--- config.mk ---
export PLATFORM = sky130hd
export DESIGN_NAME = if_id_fetch_flat
export DESIGN_NICKNAME = d
export VERILOG_FILES = /design/src/rtl/if_id_fetch_if.sv /design/src/rtl/if_id_fetch.sv /design/src/flat_wrapper.sv
export SDC_FILE = /design/constraint.sdc
export NUM_CORES = 1
export LEC_CHECK = 0
export CAP_MARGIN = 20
export CORE_ASPECT_RATIO = 0.8
export CORE_MARGIN = 2
export CORE_UTILIZATION = 63
export CTS_CLUSTER_DIAMETER = 60
export DETAILED_ROUTE_END_ITERATION = 8
export DONT_BUFFER_PORTS = 1
export PLACE_DENSITY = 0.77
export SETUP_SLACK_MARGIN = 0.05
export SYNTH_ARGS = -nofsm -noshare
export SYNTH_HDL_FRONTEND = slang
export SYNTH_SLANG_ARGS = --single-unit
--- constraint.sdc ---
create_clock -name clk -period 4.3 [get_ports clk]
set_input_delay 0.645 -clock clk [delete_from_list [all_inputs] [get_ports clk]]
set_output_delay 0.645 -clock clk [all_outputs]
set_load 0.01 [all_outputs]
--- src/rtl/if_id_fetch_if.sv ---
// Instruction-memory fetch bus: the request is held with a stable address until a
// one-cycle ack returns the instruction word.
interface if_id_fetch_if #(
  parameter int ADDR_W  = 16,
  parameter int INSTR_W = 16
);
  logic               req;
  logic [ADDR_W-1:0]  addr;
  logic               ack;
  logic [INSTR_W-1:0] data;

  modport master (output req, output addr, input ack, input data);
  modport slave  (input req, input addr, output ack, output data);
endinterface

--- src/rtl/if_id_fetch.sv ---
// Instruction-fetch stage with IF/ID pipeline register. Drives the pc register's
// write enable and sequences imem fetches under hazard stall and branch flush.
module if_id_fetch #(
  parameter int ADDR_W  = 16,
  parameter int INSTR_W = 16,
  parameter int PC_INC  = 2
) (
  input  logic               clk,
  input  logic               rst,
  input  logic [ADDR_W-1:0]  pc,
  output logic [ADDR_W-1:0]  pc_next,
  output logic               pc_wr_enable,
  if_id_fetch_if.master      imem,
  input  logic               stall,
  input  logic               flush,
  output logic               ifid_valid,
  output logic [ADDR_W-1:0]  ifid_pc,
  output logic [INSTR_W-1:0] ifid_instr,
  output logic [ADDR_W-1:0]  ifid_pc_plus
);

  localparam logic [1:0] ST_IDLE  = 2'd0;
  localparam logic [1:0] ST_FETCH = 2'd1;
  localparam logic [1:0] ST_HOLD  = 2'd2;
  localparam logic [1:0] ST_DROP  = 2'd3;

  localparam logic [ADDR_W-1:0] INC = ADDR_W'(PC_INC);

  logic [1:0]         state_q, state_d;
  logic [ADDR_W-1:0]  drop_addr_q, drop_addr_d;
  logic [ADDR_W-1:0]  hold_pc_q, hold_pc_d;
  logic [INSTR_W-1:0] hold_instr_q, hold_instr_d;
  logic               ifid_valid_q, ifid_valid_d;
  logic [ADDR_W-1:0]  ifid_pc_q, ifid_pc_d;
  logic [INSTR_W-1:0] ifid_instr_q, ifid_instr_d;
  logic [ADDR_W-1:0]  ifid_pc_plus_q, ifid_pc_plus_d;

  // Sequential pc wraps naturally at the address width.
  assign pc_next      = pc + INC;
  assign ifid_valid   = ifid_valid_q;
  assign ifid_pc      = ifid_pc_q;
  assign ifid_instr   = ifid_instr_q;
  assign ifid_pc_plus = ifid_pc_plus_q;

  // Fetch FSM: next state, IF/ID load, hold/drop bookkeeping, bus and pc control.
  always_comb begin
    state_d        = state_q;
    drop_addr_d    = drop_addr_q;
    hold_pc_d      = hold_pc_q;
    hold_instr_d   = hold_instr_q;
    ifid_valid_d   = ifid_valid_q;
    ifid_pc_d      = ifid_pc_q;
    ifid_instr_d   = ifid_instr_q;
    ifid_pc_plus_d = ifid_pc_plus_q;
    pc_wr_enable   = 1'b0;
    imem.req       = 1'b0;
    imem.addr      = pc;
    case (state_q)
      ST_IDLE: begin
        state_d = ST_FETCH;
        if (flush) begin
          ifid_valid_d = 1'b0;
          pc_wr_enable = 1'b1;
        end else begin
          pc_wr_enable = 1'b0;
        end
      end
      ST_FETCH: begin
        imem.req = 1'b1;
        if (flush) begin
          ifid_valid_d = 1'b0;
          pc_wr_enable = 1'b1;
          if (imem.ack) begin
            state_d = ST_FETCH;
          end else begin
            // The in-flight request must still be retired before fetching the target.
            drop_addr_d = pc;
            state_d     = ST_DROP;
          end
        end else if (imem.ack) begin
          if (stall) begin
            hold_pc_d    = pc;
            hold_instr_d = imem.data;
            state_d      = ST_HOLD;
          end else begin
            ifid_valid_d   = 1'b1;
            ifid_pc_d      = pc;
            ifid_instr_d   = imem.data;
            ifid_pc_plus_d = pc_next;
            pc_wr_enable   = 1'b1;
          end
        end else if (!stall) begin
          ifid_valid_d = 1'b0;
        end else begin
          ifid_valid_d = ifid_valid_q;
        end
      end
      ST_HOLD: begin
        if (flush) begin
          ifid_valid_d = 1'b0;
          pc_wr_enable = 1'b1;
          state_d      = ST_FETCH;
        end else if (stall) begin
          state_d = ST_HOLD;
        end else begin
          ifid_valid_d   = 1'b1;
          ifid_pc_d      = hold_pc_q;
          ifid_instr_d   = hold_instr_q;
          ifid_pc_plus_d = hold_pc_q + INC;
          pc_wr_enable   = 1'b1;
          state_d        = ST_FETCH;
        end
      end
      ST_DROP: begin
        imem.req  = 1'b1;
        imem.addr = drop_addr_q;
        if (flush) begin
          ifid_valid_d = 1'b0;
          pc_wr_enable = 1'b1;
        end else if (!stall) begin
          ifid_valid_d = 1'b0;
        end else begin
          ifid_valid_d = ifid_valid_q;
        end
        if (imem.ack) begin
          state_d = ST_FETCH;
        end else begin
          state_d = ST_DROP;
        end
      end
      default: begin
        state_d = ST_IDLE;
      end
    endcase
  end

  // State and IF/ID registers; reset abandons any outstanding request.
  always_ff @(posedge clk or posedge rst) begin
    if (rst) begin
      state_q        <= ST_IDLE;
      drop_addr_q    <= '0;
      hold_pc_q      <= '0;
      hold_instr_q   <= '0;
      ifid_valid_q   <= 1'b0;
      ifid_pc_q      <= '0;
      ifid_instr_q   <= '0;
      ifid_pc_plus_q <= '0;
    end else begin
      state_q        <= state_d;
      drop_addr_q    <= drop_addr_d;
      hold_pc_q      <= hold_pc_d;
      hold_instr_q   <= hold_instr_d;
      ifid_valid_q   <= ifid_valid_d;
      ifid_pc_q      <= ifid_pc_d;
      ifid_instr_q   <= ifid_instr_d;
      ifid_pc_plus_q <= ifid_pc_plus_d;
    end
  end

endmodule

--- src/flat_wrapper.sv ---
// flat-port wrapper written by rule: the top's interface ports become plain ports
module if_id_fetch_flat 
#(
  parameter int ADDR_W  = 16,
  parameter int INSTR_W = 16,
  parameter int PC_INC  = 2
)
  (clk, rst, pc, pc_next, pc_wr_enable, stall, flush, ifid_valid, ifid_pc, ifid_instr, ifid_pc_plus, imem_req, imem_addr, imem_ack, imem_data);
  if_id_fetch_if #(.ADDR_W(ADDR_W), .INSTR_W(INSTR_W)) imem_i ();
  input  logic clk;
  input  logic rst;
  input  logic [ADDR_W-1:0] pc;
  output logic [ADDR_W-1:0] pc_next;
  output logic pc_wr_enable;
  input  logic stall;
  input  logic flush;
  output logic ifid_valid;
  output logic [ADDR_W-1:0] ifid_pc;
  output logic [INSTR_W-1:0] ifid_instr;
  output logic [ADDR_W-1:0] ifid_pc_plus;
  output wire logic [$bits(imem_i.req)-1:0] imem_req;
  output wire logic [$bits(imem_i.addr)-1:0] imem_addr;
  input wire logic [$bits(imem_i.ack)-1:0] imem_ack;
  input wire logic [$bits(imem_i.data)-1:0] imem_data;
  assign imem_req = imem_i.req;
  assign imem_addr = imem_i.addr;
  assign imem_i.ack = imem_ack;
  assign imem_i.data = imem_data;
  if_id_fetch #(.ADDR_W(ADDR_W), .INSTR_W(INSTR_W), .PC_INC(PC_INC)) u_core (.clk(clk), .rst(rst), .pc(pc), .pc_next(pc_next), .pc_wr_enable(pc_wr_enable), .imem(imem_i), .stall(stall), .flush(flush), .ifid_valid(ifid_valid), .ifid_pc(ifid_pc), .ifid_instr(ifid_instr), .ifid_pc_plus(ifid_pc_plus));
endmodule
==> results.json, run 1 <==
{
  "vias_per_cell": 5.874,
  "synth_top_family_by_area": "multiplexers",
  "initial_core_util_pct": 65.96,
  "grt_first_pass_wirelength_um": 16170,
  "wl_um": 10260,
  "required_ns": 4.49,
  "dieArea_um2": 8617,
  "drc_errors": 0,
  "grt_max_degree": 90,
  "rsz0062_at_grt": "no",
  "ios": 120,
  "track_usage_pct": 24.80,
  "drive_above_1_share_pct": 20.27,
  "cts_resized": 0,
  "finalClockSkew_ns": 0.007025,
  "status": "finished, final reports clean",
  "clk_pin_slew_ns": 0.09,
  "slew_violations": 0,
  "grt_pass1_vias": 3032,
  "cts_tree": "done",
  "power_mw": 3.550,
  "swShare_pct": 38.00,
  "worstReg2RegStart": "u_core.state_q[0]",
  "fin_crit_sh_pct": 61.99,
  "synthCells": 455,
  "slew_headroom_pct": 43.79,
  "grt.overflow.total": 0,
  "yosys_warnings": 0,
  "final_hold_viol_count": 0,
  "port_buffers": 0,
  "synth_compound_area_share_pct": 8.210,
  "firstDrtPassIters": 4,
  "gp_congestion": 0.9423,
  "hold_class": "in2async",
  "leakagePower_nw": 2.216,
  "period_needed_ns": 2.666,
  "maxCapViolCount": 0,
  "h-tree-depth": 3,
  "tightest_slew_ns": 0.8432,
  "avgRoutedWirePerCell_um": 18.70,
  "arrival_ns": 2.86,
  "drt_iter0_drc": 224,
  "clkLatencyLatePin_ns": 0.35,
  "clkPwrFrac_pct": 16.2,
  "place_hpwl_um": 7584,
  "synth_edf_count": 0,
  "power_frac_seq_pct": 50.4,
  "ant_nets": 0,
  "synth-adder-area-share_pct": 1.763,
  "postSynthRegisterBits": 98,
  "yosys.area.top_type": "dfrtp_1",
  "crit_path_start_kind": "flip-flop",
  "syn_nets": 499,
  "dieHeight_um": 83.43,
  "syn2layout_area_growth_pct": 4.382,
  "ys_types": 39,
  "p_int_mw": 2.201,
  "rows": 28,
  "crit_path_end_kind": "flip-flop",
  "path_max_fanout": 89,
  "synth_xor_area_share_pct": 4.407,
  "antenna_found_initial": 0,
  "clock.fmax_mhz": 375.1,
  "coreArea_um2": 7532,
  "synth.most_common_cell": "dfrtp_1",
  "cts_sinks": 98,
  "cts_root_buf": "clkbuf_8",
  "cts.path.max_buffers": 2,
  "dp_slack_ns": 1.644,
  "setup_tns_ns": 0,
  "muxShareOfSynthArea_pct": 21.46,
  "power_frac_comb_pct": 33.4,
  "cts_hold_buf": 0,
  "p_switching_mw": 1.349,
  "power_density_nw_per_um2": 684.6,
  "synthTopCellsByCount": "dfrtp_1, nand2_1, mux2_2, o21ai_0, mux2i_1",
  "cts-buffers-inserted": 9,
  "postSynth.asyncResetShare_pct": 100.0,
  "r2r-end": "u_core.ifid_pc[13]",
  "r2r_slack_ns": 1.63,
  "n_antenna_cell": 0,
  "startpoint": "u_core.state_q[0]",
  "crit_type": "reg2reg",
  "fp.dieW_um": 103.3,
  "ys_seq_area_share_pct": 49.36,
  "synth_top_area_share_pct": 49.36,
  "finalSetupViolCount": 0,
  "nNetsFinal": 484,
  "ir_drop_v": 0.0003315,
  "synth_flop_cell": "dfrtp_1",
  "post_cts_buffers": 0,
  "ff2ff_path_depth": 8,
  "synthSimpleGateAreaFrac_pct": 10.90,
  "crit_path_end": "u_core.ifid_pc[13]",
  "synth.area.top_cells": "dfrtp_1, mux2_2, mux2i_1, o21ai_0, nand2_1",
  "netlist_area_um2": 4969,
  "setup_ws_ns": 1.634,
  "avgSynthCellArea_um2": 10.92,
  "num_vias": 3225
}
==> per-layer routing <==
metal / vias to the layer above / wire length [µm] / track usage (%)
li1: 1554 / - / -
met1: 1536 / 4539 / 35.63
met2: 127 / 4644 / 36.19
met3: 8 / 994 / 9.428
met4: 0 / 85 / 4.904
met5: - / 0 / 0
==> power groups by stage <==
stage	sequential, mW	combinational, mW	clock [mW]
6_report	1.79	1.19	0.576
5_1_grt	1.85	1.33	0.633
4_1_cts	1.79	1.20	0.593
3_5_place_dp	1.81	1.19	0
3_3_place_gp	1.78	1.14	0
2_1_floorplan	1.70	1.03	0
==> area by class of cell <==
| class | instances | area (µm²) |
|---|---|---|
| inverters | 12 | 47.55 |
| repair buffers | 4 | 30.03 |
| well taps | 105 | 131.4 |
| clock inverters | 5 | 55.05 |
| flip-flops and latches | 98 | 2452 |
| clock buffers | 10 | 137.6 |
| fillers | 585 | 2346 |
| multi-input cells | 315 | 2332 |
==> how the worst min path moves through the flow <==
stage / from / to / depth (start not counted)
finish: rst / u_core.ifid_instr[10] / 1
global route: flush / u_core.ifid_valid / 1
CTS: flush / u_core.ifid_valid / 1
detailed placement: u_core.drop_addr_q[1] / u_core.drop_addr_q[1] / 2
global placement: u_core.drop_addr_q[11] / u_core.drop_addr_q[11] / 2
floorplan: u_core.drop_addr_q[11] / u_core.drop_addr_q[11] / 2
==> stage by stage <==
step           utilization (%)  instances  cell area (µm²)  hold WS [ns]
4_1_cts                  68.85        549             5186        0.3309
5_1_grt                  68.85        549             5186        0.3176
3_3_place_gp             66.30        534             4994        0.4632
2_1_floorplan                -        455             4969        0.4497
6_report                 68.85        549             5186        0.3245
3_5_place_dp             66.30        534             4994        0.4757
==> registers in the layout, summed over array words and instances, names as in the netlist <==
register,flops
u_core.hold_instr_q,16
u_core.ifid_valid,1
u_core.ifid_pc_plus,16
u_core.ifid_instr,16
u_core.drop_addr_q,16
u_core.hold_pc_q,16
u_core.state_q,2
u_core.ifid_pc,15
==> critical path, stage by stage (launching register included) <==
cell and delay [ns]:
dfrtp_1 0.43, inv_1 0.12, ha_2 0.74, nand2b_1 0.16, a21oi_1 0.32, o21ai_4 0.09, buf_4 0.35, nand2_1 0.17
o21ai_0 0.11
==> placed cells by master (no fill, tap or decap), types with 5 or more instances in the layout <==
cell,netlist,layout
a21oi_1,6,6
clkbuf_8,0,10
dfrtp_1,98,98
ha_1,7,6
inv_1,12,11
mux2_2,59,59
mux2i_1,39,39
nand2_1,64,64
nand3_1,11,11
nor2_1,11,11
nor3_1,5,5
o21ai_0,50,50
xnor2_1,13,13
xor2_1,12,12
==> kinds of logic (layout without fill, tap and decap cells) <==
family | after synthesis | count (layout)
and+or+nand+nor | 112 | 112
adders and majority gates | 7 | 7
buffers and inverters | 42 | 31
AOI/OAI and AO/OA | 72 | 72
DFF | 98 | 98
xor gates and xnor gates | 25 | 25
muxes | 99 | 99
Power figures use the tool's default switching activity.
==> run 2: changes to the inputs <==
Settings changed: CORE_UTILIZATION 63 to 57, PLACE_DENSITY 0.77 to 0.73.
Clock period 4.3 ns to 2.15 ns, I/O delays scaled along.
==> results.json, run 2 (synthesized netlist as in run 1, its figures left out) <==
{
  "layout_commonest_cell": "dfrtp_1",
  "hold_class": "in2reg",
  "fp.dieW_um": 108.4,
  "final_cell_mix": "dfrtp_1, nand2_1, mux2_2, o21ai_0, mux2i_1",
  "clkLatencyLatePin_ns": 0.37,
  "dieHeight_um": 87.51,
  "path_max_fanout": 18,
  "drive_above_1_share_pct": 22.37,
  "drt_iter0_drc": 211,
  "nNetsFinal": 495,
  "grt.overflow.total": 0,
  "port_buffers": 0,
  "final_hold_viol_count": 0,
  "power_density_nw_per_um2": 1366,
  "maxCapViolCount": 0,
  "leakagePower_nw": 2.285,
  "initial_core_util_pct": 58.57,
  "slowest_stage": "dfrtp_1",
  "rows": 30,
  "clk_pin_slew_ns": 0.09,
  "avgRoutedWirePerCell_um": 19.43,
  "dp_slack_ns": 0.2109,
  "crit_type": "reg2out",
  "setup_tns_ns": 0,
  "ff_latch_area_um2": 2452,
  "num_vias": 3351,
  "ant_nets": 0,
  "place_hpwl_um": 7829,
  "finalClockSkew_ns": 0.01088,
  "cts_root_buf": "clkbuf_8",
  "rsz0062_at_grt": "no",
  "coreArea_um2": 8483,
  "firstDrtPassIters": 5,
  "vias_per_cell": 5.900,
  "crit_path_end_kind": "output port",
  "clock.fmax_mhz": 505.6,
  "cts.path.max_buffers": 2,
  "period_needed_ns": 1.978,
  "fillers": 696,
  "cts_sinks": 98,
  "finalSetupViolCount": 0,
  "cts_tree": "done",
  "tightest_slew_ns": 0.7361,
  "setup_ws_ns": 0.1723,
  "multi_input_area_um2": 2342,
  "ir_drop_v": 0.0006134,
  "grt_first_pass_wirelength_um": 17200,
  "drc_errors": 0,
  "syn2layout_area_growth_pct": 7.857,
  "fin_crit_sh_pct": 91.99,
  "wl_um": 11040,
  "path_cells": "ha_1 > buf_6 > mux2_2",
  "n_antenna_cell": 0,
  "dieArea_um2": 9484,
  "ios": 120,
  "track_usage_pct": 23.89,
  "slew_violations": 0,
  "gp_congestion": 0.9224,
  "cts-buffers-inserted": 9,
  "antenna_found_initial": 0,
  "cpPeakStageDelay_ns": 0.43,
  "grt_max_degree": 90,
  "status": "finished, final reports clean",
  "h-tree-depth": 3,
  "grt_pass1_vias": 3344,
  "required_ns": 1.83,
  "crit_path_start_kind": "flip-flop",
  "slew_headroom_pct": 50.82,
  "arrival_ns": 1.66
}
[run 2: changes by cell type in the layout (fill, tap and decap cells not counted), sizes merged]
| cell | previous run | this run |
|---|---|---|
| inv | 12 | 13 |
| dlygate4sd3 | 0 | 1 |
| clkbuf | 10 | 11 |
| clkinvlp | 2 | 3 |
| clkinv | 2 | 1 |
| buf | 4 | 13 |
[run 2: routing by layer]
layer / GRT usage (%) / part of all wire [%] / up-vias
met4: 8.392 / 1.8 / 0
met3: 8.751 / 9.9 / 19
li1: - / - / 1573
met5: 0 / 0 / -
met1: 30.56 / 42 / 1619
met2: 37.85 / 46 / 140
[run 2: repair_timing]
item	CTS	global route
hold endpoints to repair	29	0
gates resized for setup	0	3
setup endpoints to repair	0	20
hold buffers	1	0
buffers inserted	0	0
[run 2: where the power goes]
group / switching, mW / total (mW) / internal [mW]
Sequential: 0.876 / 3.59 / 2.71
Clock: 0.667 / 1.22 / 0.553
Combinational: 1.29 / 2.51 / 1.22
[run 2: cell type report]
| type | count | area share (%) |
|---|---|---|
| sequential | 98 | 45.76 |
| multi-input combinational | 315 | 43.71 |
| timing repair buffer | 15 | 3.245 |
| tap | 112 | 2.615 |
| clock buffer | 10 | 2.382 |
| clock inverter | 6 | 1.378 |
| inverter | 12 | 0.9106 |
[run 2: final timing paths]
kind	from	to	slack (ns)	cells after the start
worst min register to register	u_core.drop_addr_q[11]	u_core.drop_addr_q[11]	0.51	2
min in group asynchronous	rst	u_core.hold_instr_q[3]	0.54	2
worst max-delay path	u_core.state_q[1]	imem_addr[14]	0.17	3
worst min-delay path	flush	u_core.ifid_valid	0.02	1
max in group asynchronous	rst	u_core.ifid_instr[6]	0.87	3
worst max register to register	u_core.state_q[1]	u_core.hold_pc_q[10]	0.20	6
[run 2: critical path: cells and delay by family (launching register included)]
| kind | cells | cell delay (ns) |
|---|---|---|
| adders and majority gates | 1 | 0.25 |
| muxes | 1 | 0.39 |
| buffers and inverters | 1 | 0.21 |
| DFF | 1 | 0.43 |
[run 2: per-stage QoR]
step	area (µm²)	instances	hold WS, ns	power (mW)	utilization (%)
floorplan	4972	455	0.3893	5.449	-
global placement	5109	550	0.3472	5.945	60.22
detailed placement	5109	550	0.3509	6.091	60.22
CTS	5320	567	0.009715	7.303	62.71
global route	5359	568	0.0005734	7.856	63.17
finish	5359	568	0.02122	7.321	63.17
